===== src/rtl/afpm_pkg.sv =====
// rtl/afpm_pkg.sv - shared widths, tx state encoding and helpers for the AFPM result serializer
package afpm_pkg;

    localparam int BYTE_W = 8;
    localparam int DATA_W = 2 * BYTE_W;

    // TX_CHK stays in the encoding so both builds share one state layout.
    typedef enum logic [2:0] {
        TX_IDLE = 3'd0,
        TX_LO   = 3'd1,
        TX_HI   = 3'd2,
        TX_CHK  = 3'd3,
        TX_GAP  = 3'd4
    } tx_state_e;

    localparam logic [BYTE_W-1:0] IDLE_VALUE_DEFAULT = 8'h00;

    function automatic logic [BYTE_W-1:0] beat_xor(input logic [DATA_W-1:0] word);
        return word[BYTE_W-1:0] ^ word[DATA_W-1:BYTE_W];
    endfunction

endpackage


===== src/rtl/afpm_result_serializer_if.sv =====
// rtl/afpm_result_serializer_if.sv - result handshake and serial beat bundle
interface afpm_result_serializer_if;
    import afpm_pkg::*;

    logic              res_valid;
    logic [DATA_W-1:0] res_data;
    logic              res_ready;
    logic [BYTE_W-1:0] out_byte;
    logic              out_strobe;
    logic              out_first;
    logic              out_last;
    logic              busy;

    // master: the core/environment side; slave: the serializer.
    modport master (
        output res_valid, res_data,
        input  res_ready, out_byte, out_strobe, out_first, out_last, busy
    );

    modport slave (
        input  res_valid, res_data,
        output res_ready, out_byte, out_strobe, out_first, out_last, busy
    );

endinterface


===== src/rtl/afpm_tx_buffer.sv =====
// rtl/afpm_tx_buffer.sv - one-entry holding register between the core handshake and the beat FSM
module afpm_tx_buffer
    import afpm_pkg::*;
(
    input  logic              clk,
    input  logic              rst_n,
    input  logic              ena,
    input  logic              load,
    input  logic              clear,
    input  logic [DATA_W-1:0] din,
    output logic [DATA_W-1:0] dout,
    output logic              full
);

    logic [DATA_W-1:0] data_q, data_d;
    logic              full_q, full_d;

    always_comb begin
        data_d = data_q;
        full_d = full_q;
        if (ena) begin
            // load and clear are mutually exclusive: load needs the buffer empty.
            if (clear) begin
                full_d = 1'b0;
            end
            if (load) begin
                data_d = din;
                full_d = 1'b1;
            end
        end
    end

    always_ff @(posedge clk) begin
        if (!rst_n) begin
            data_q <= '0;
            full_q <= 1'b0;
        end else begin
            data_q <= data_d;
            full_q <= full_d;
        end
    end

    assign dout = data_q;
    assign full = full_q;

endmodule


===== src/rtl/afpm_result_serializer.sv =====
// rtl/afpm_result_serializer.sv - sends 16-bit AFPM results as low/high byte beats on uo_out
// Optional XOR checksum beat enabled by defining AFPM_TX_CHECKSUM_EN.
module afpm_result_serializer
    import afpm_pkg::*;
#(
    parameter int                GAP_CYCLES = 0,
    parameter logic [BYTE_W-1:0] IDLE_VALUE = IDLE_VALUE_DEFAULT
) (
    input  logic                      clk,
    input  logic                      rst_n,
    input  logic                      ena,
    afpm_result_serializer_if.slave   bus
);

    localparam bit         HAS_GAP  = (GAP_CYCLES > 0);
    localparam logic [3:0] GAP_INIT = HAS_GAP ? 4'(GAP_CYCLES - 1) : 4'd0;

    tx_state_e         state_q, state_d;
    logic [DATA_W-1:0] shift_q, shift_d;
    logic [3:0]        gap_q, gap_d;
    logic [BYTE_W-1:0] out_byte_q, out_byte_d;
    logic              out_strobe_q, out_strobe_d;
    logic              out_first_q, out_first_d;
    logic              out_last_q, out_last_d;
    logic              busy_q, busy_d;

    logic              buf_full;
    logic              buf_load;
    logic              buf_clear;
    logic [DATA_W-1:0] buf_data;
    logic              res_ready_w;
    logic              end_frame;
    logic              start_frame;

    assign res_ready_w = rst_n & ena & ~buf_full;
    assign buf_load    = bus.res_valid & res_ready_w;

    afpm_tx_buffer u_buffer (
        .clk   (clk),
        .rst_n (rst_n),
        .ena   (ena),
        .load  (buf_load),
        .clear (buf_clear),
        .din   (bus.res_data),
        .dout  (buf_data),
        .full  (buf_full)
    );

    always_comb begin
        state_d      = state_q;
        shift_d      = shift_q;
        gap_d        = gap_q;
        out_byte_d   = out_byte_q;
        out_strobe_d = out_strobe_q;
        out_first_d  = out_first_q;
        out_last_d   = out_last_q;
        buf_clear    = 1'b0;
        end_frame    = 1'b0;
        start_frame  = 1'b0;

        if (ena) begin
            out_byte_d   = IDLE_VALUE;
            out_strobe_d = 1'b0;
            out_first_d  = 1'b0;
            out_last_d   = 1'b0;

            case (state_q)
                TX_IDLE: begin
                    start_frame = buf_full;
                end
                TX_LO: begin
                    state_d      = TX_HI;
                    out_byte_d   = shift_q[DATA_W-1:BYTE_W];
                    out_strobe_d = 1'b1;
`ifdef AFPM_TX_CHECKSUM_EN
                    out_last_d   = 1'b0;
`else
                    out_last_d   = 1'b1;
`endif
                end
                TX_HI: begin
`ifdef AFPM_TX_CHECKSUM_EN
                    state_d      = TX_CHK;
                    out_byte_d   = beat_xor(shift_q);
                    out_strobe_d = 1'b1;
                    out_last_d   = 1'b1;
`else
                    end_frame    = 1'b1;
`endif
                end
                TX_CHK: begin
`ifdef AFPM_TX_CHECKSUM_EN
                    end_frame = 1'b1;
`else
                    state_d   = TX_IDLE;
`endif
                end
                TX_GAP: begin
                    if (gap_q == 4'd0) begin
                        start_frame = buf_full;
                        if (!buf_full) begin
                            state_d = TX_IDLE;
                        end
                    end else begin
                        gap_d = gap_q - 4'd1;
                    end
                end
                default: begin
                    state_d = TX_IDLE;
                end
            endcase

            // With no gap configured the next buffered word follows the last beat directly.
            if (end_frame) begin
                if (HAS_GAP) begin
                    state_d = TX_GAP;
                    gap_d   = GAP_INIT;
                end else if (buf_full) begin
                    start_frame = 1'b1;
                end else begin
                    state_d = TX_IDLE;
                end
            end

            if (start_frame) begin
                state_d      = TX_LO;
                shift_d      = buf_data;
                buf_clear    = 1'b1;
                out_byte_d   = buf_data[BYTE_W-1:0];
                out_strobe_d = 1'b1;
                out_first_d  = 1'b1;
            end
        end

        busy_d = ((buf_full & ~buf_clear) | buf_load) | (state_d != TX_IDLE);
    end

    always_ff @(posedge clk) begin
        if (!rst_n) begin
            state_q      <= TX_IDLE;
            shift_q      <= '0;
            gap_q        <= 4'd0;
            out_byte_q   <= IDLE_VALUE;
            out_strobe_q <= 1'b0;
            out_first_q  <= 1'b0;
            out_last_q   <= 1'b0;
            busy_q       <= 1'b0;
        end else begin
            state_q      <= state_d;
            shift_q      <= shift_d;
            gap_q        <= gap_d;
            out_byte_q   <= out_byte_d;
            out_strobe_q <= out_strobe_d;
            out_first_q  <= out_first_d;
            out_last_q   <= out_last_d;
            busy_q       <= busy_d;
        end
    end

    assign bus.res_ready  = res_ready_w;
    assign bus.out_byte   = out_byte_q;
    assign bus.out_strobe = out_strobe_q;
    assign bus.out_first  = out_first_q;
    assign bus.out_last   = out_last_q;
    assign bus.busy       = busy_q;

endmodule


===== src/flat_wrapper.sv =====
// flat-port wrapper written by rule: the top's interface ports become plain ports
module afpm_result_serializer_flat import afpm_pkg::*;
#(
    parameter int                GAP_CYCLES = 0,
    parameter logic [BYTE_W-1:0] IDLE_VALUE = IDLE_VALUE_DEFAULT
)
  (clk, rst_n, ena, bus_res_valid, bus_res_data, bus_res_ready, bus_out_byte, bus_out_strobe, bus_out_first, bus_out_last, bus_busy);
  afpm_result_serializer_if bus_i ();
  input  logic clk;
  input  logic rst_n;
  input  logic ena;
  input wire logic [$bits(bus_i.res_valid)-1:0] bus_res_valid;
  input wire logic [$bits(bus_i.res_data)-1:0] bus_res_data;
  output wire logic [$bits(bus_i.res_ready)-1:0] bus_res_ready;
  output wire logic [$bits(bus_i.out_byte)-1:0] bus_out_byte;
  output wire logic [$bits(bus_i.out_strobe)-1:0] bus_out_strobe;
  output wire logic [$bits(bus_i.out_first)-1:0] bus_out_first;
  output wire logic [$bits(bus_i.out_last)-1:0] bus_out_last;
  output wire logic [$bits(bus_i.busy)-1:0] bus_busy;
  assign bus_i.res_valid = bus_res_valid;
  assign bus_i.res_data = bus_res_data;
  assign bus_res_ready = bus_i.res_ready;
  assign bus_out_byte = bus_i.out_byte;
  assign bus_out_strobe = bus_i.out_strobe;
  assign bus_out_first = bus_i.out_first;
  assign bus_out_last = bus_i.out_last;
  assign bus_busy = bus_i.busy;
  afpm_result_serializer #(.GAP_CYCLES(GAP_CYCLES), .IDLE_VALUE(IDLE_VALUE)) u_core (.clk(clk), .rst_n(rst_n), .ena(ena), .bus(bus_i));
endmodule

===== config.mk =====
export PLATFORM = sky130hd
export DESIGN_NAME = afpm_result_serializer_flat
export DESIGN_NICKNAME = d
export VERILOG_FILES = /design/src/rtl/afpm_pkg.sv /design/src/rtl/afpm_result_serializer_if.sv /design/src/rtl/afpm_tx_buffer.sv /design/src/rtl/afpm_result_serializer.sv /design/src/flat_wrapper.sv
export SDC_FILE = /design/constraint.sdc
export NUM_CORES = 1
export LEC_CHECK = 0
export CAP_MARGIN = 25
export CORE_ASPECT_RATIO = 1.2
export CORE_MARGIN = 2
export CORE_UTILIZATION = 30
export DETAILED_ROUTE_END_ITERATION = 16
export PLACE_DENSITY = 0.52
export SLEW_MARGIN = 20
export SYNTH_ARGS = -nofsm -noshare
export SYNTH_HDL_FRONTEND = slang
export SYNTH_HIERARCHICAL = 1
export SYNTH_SLANG_ARGS = --single-unit

===== constraint.sdc =====
create_clock -name clk -period 2.3 [get_ports clk]
set_input_delay 0.46 -clock clk [delete_from_list [all_inputs] [get_ports clk]]
set_output_delay 0.46 -clock clk [all_outputs]
set_load 0.03 [all_outputs]

==> impl_metrics.csv <==
group,metric,value,unit
run_status,outcome,"complete, no violations",
clocking,post_cts_buffers,0,
drt,avgViaCountPerCell,4.74,
clocking,cts_tree,"built",
grt,antenna_found_initial,0,
grt,grt_max_degree,61,
clocking,cts-root-buf,"clkbuf_8",
synth,netlist_instances,219,
timing,fin_worst_skew,15.0,ps
grt,use_met1,14.7,%
clocking,cts_sinks,44,
timing,maxSlewViolCount,0,
final_layout,mostFrequentLayoutCells,"44 x dfxtp_1, 42 x nand2_1, 30 x clkdlybuf4s50_1",
grt,grt_pass1_wl,7.04,mm
grt,use_met3,3.09,%
grt,grt_overflow_total,0,
grt,top_usage_layer,"met2",
placement,numPortBuffers,32,
synth,async_flop_share,0,%
worst_setup_path,r2r_start,"u_core/gap_q[0]",
synth,synth_nets,241,
synth,synth_edf_count,0,
die,io_pins,33,
power,p_per_area,622,nW/µm²
synth,ys.flop_type,"dfxtp_1",
clocking,clock_path_buffers,2,
placement,hpwl,2.83,mm
timing,period_needed,1860,ps
drt,first_pass_iters,4,
clocking,path_clk_slew,70,ps
final_layout,final_common_cell,"dfxtp_1",
die,die_area,7270,µm²
final_layout,final_net_count,268,
final_layout,drive_above_1_share,13.8,%
timing,period_share,80.8,%
drt,wl,4.28,mm
power,p_comb_share,7.7,%
synth,syn_avg_cell_area,9.04,µm²
timing,fmax,0.538,GHz
run,max_cap_viol_count,0,
worst_hold_path,hp-start,"u_core/shift_q[9]",
power,p_clk_share,41.9,%
synth,netlist_area,1980,µm²
synth,synth_cell_types,39,
power,intPower,1.21,mW
clocking,cts_buffers,5,
clocking,htreeDepth,2,
drt,antenna_left,0,
drt,vias,1575,
synth,yosysWarnings,6,
worst_setup_path,cpPeakStageDelay,530,ps
worst_hold_path,worstHoldPathType,"reg -> reg",
die,rows,32,
die,die_w,78.2,µm
worst_setup_path,critPathLaunch,"ena",
die,start_util,30.9,%
power,seq_power_share,50.4,%
final_layout,regArea,881,µm²
clocking,clk_latency,300,ps
synth,ys_seq_area_share,44.5,%
final_layout,num_antenna_cells,0,
power,p_sw,0.329,mW
power,power,1.54,mW
timing,hold_viol_final,0,
worst_setup_path,path_class,"in -> out",
placement,gp_congestion,0.712,
grt,grt_pass1_vias,1458,
power,cellLeakagePower,0.837,nW
drt,drc,0,
timing,worst_slew_pin_slew,593,ps
final_layout,multi_input_area,958,µm²
timing,slew_headroom,60.3,%
clocking,post_cts_resized,0,
worst_setup_path,cp.arrival,1400,ps
worst_setup_path,path_max_fanout,2,
worst_setup_path,slowest_stage,"clkdlybuf4s50_1",
timing,grt_setup_unrepaired,"no",
worst_setup_path,crit_chain,"clkdlybuf4s50_1 > nor3b_2 > buf_4",
synth,ys_seq_elements,44,
power,switching_share,21.4,%
grt,grt_usage,12.2,%
drt,wl_per_cell,12.9,µm
worst_setup_path,critPathRequiredTime,1840,ps
final_layout,areaGrowthSynthToFinish,24.8,%
timing,setup_viol,0,
drt,drtIter0Drc,49,
die,coreArea,6410,µm²
grt,grt_use_met2,21.0,%
clocking,hold_buffers,0,
worst_setup_path,cp-start-kind,"primary input",
die,die_h,93.0,µm
worst_setup_path,cp-end-kind,"primary output",
power,ir_worst_vdd,360,µV
final_layout,n_fill_cell,680,
timing,fin_tns_setup,0,ps
-- cell families (layout without fill, tap and decap cells) --
| family | Yosys count | in the layout | share of synthesized area [%] |
|---|---|---|---|
| AO/OA/AOI/OAI | 50 | 50 | 16.7 |
| adder cells (fa/ha/maj) | 2 | 2 | 1.26 |
| flip-flops | 44 | 44 | 44.5 |
| buffers and inverters | 25 | 53 | 7.39 |
| AND/OR/NAND/NOR | 89 | 89 | 25.6 |
| multiplexers | 9 | 9 | 4.55 |
-- cell type report --
class                   instances  share of cell area [%]
multi-input cells             150                    38.8
flip-flops and latches         44                    35.6
repair buffers                 38                    15.0
well taps                      85                    4.30
clock buffers                   7                    3.90
clock inverters                 1                    1.22
inverters                       7                    1.16
-- stage by stage --
| stage | instance area, µm² | utilization [%] | setup slack (ps) | cells | hold WS (ps) |
|---|---|---|---|---|---|
| after floorplan | 1990 | - | 76.4 | 219 | 435 |
| after global placement | 2340 | 36.6 | 325 | 324 | 446 |
| after detailed placement | 2340 | 36.6 | 262 | 324 | 449 |
| after CTS | 2470 | 38.6 | 428 | 332 | 461 |
| after global routing | 2470 | 38.6 | 399 | 332 | 468 |
| final | 2470 | 38.6 | 442 | 332 | 461 |
-- routing by layer --
metal  routed length, µm  up-vias
met1                2030      723
met4                  47        0
li1                    -      826
met3                 130        2
met5                   0        -
met2                2070       24
-- critical path: cells and delay by family --
kind	cells	cell delay (ps)
buf+inv	2	720
simple gates	1	210
-- cell usage after synthesis, types with 2 or more instances --
library cell	instances	share of area, %
nand4_1	16	5.1
ha_1	2	1.3
a21oi_1	8	2.0
buf_2	6	1.5
or4_1	2	0.76
a31oi_1	9	2.8
nor2b_1	2	0.63
o21ai_2	10	4.4
dfxtp_1	44	44
o22ai_1	9	2.8
nand2_1	42	8.0
nor3b_2	2	1.3
clkbuf_1	6	1.1
or3_1	3	0.95
inv_1	5	0.95
and2_1	2	0.63
o21ai_0	9	2.3
and2b_1	6	2.3
nand2b_1	6	1.9
mux2i_1	9	4.5
buf_6	3	1.7
-- state kept, by name (all words and copies together), names as in the netlist --
name and count:
u_core/gap_q 4, u_core/bus.busy 1, u_core/bus.out_strobe 1, u_core/state_q 3, u_core/bus.out_last 1, u_core/bus.out_first 1, u_core/u_buffer/dout 16, u_core/bus.out_byte 8
u_core/shift_q 8, u_core/u_buffer/full 1
-- power by group through the flow --
| stage | sequential (mW) | clock [mW] | combinational (mW) |
|---|---|---|---|
| finish | 0.776 | 0.644 | 0.118 |
| global route | 0.777 | 0.688 | 0.129 |
| CTS | 0.776 | 0.662 | 0.120 |
| global placement | 0.794 | 0 | 0.119 |
| detailed placement | 0.794 | 0 | 0.120 |
| floorplan | 0.797 | 0 | 0.0657 |
-- worst paths after layout --
check | slack (ps) | end | depth (start not counted)
min | 460 | u_core/shift_q[9] | 2
max reg2reg | 770 | u_core/u_buffer/full | 7
max | 440 | bus_res_ready | 3
min reg2reg | 460 | u_core/shift_q[9] | 2
(Power assumes the default switching activity.)
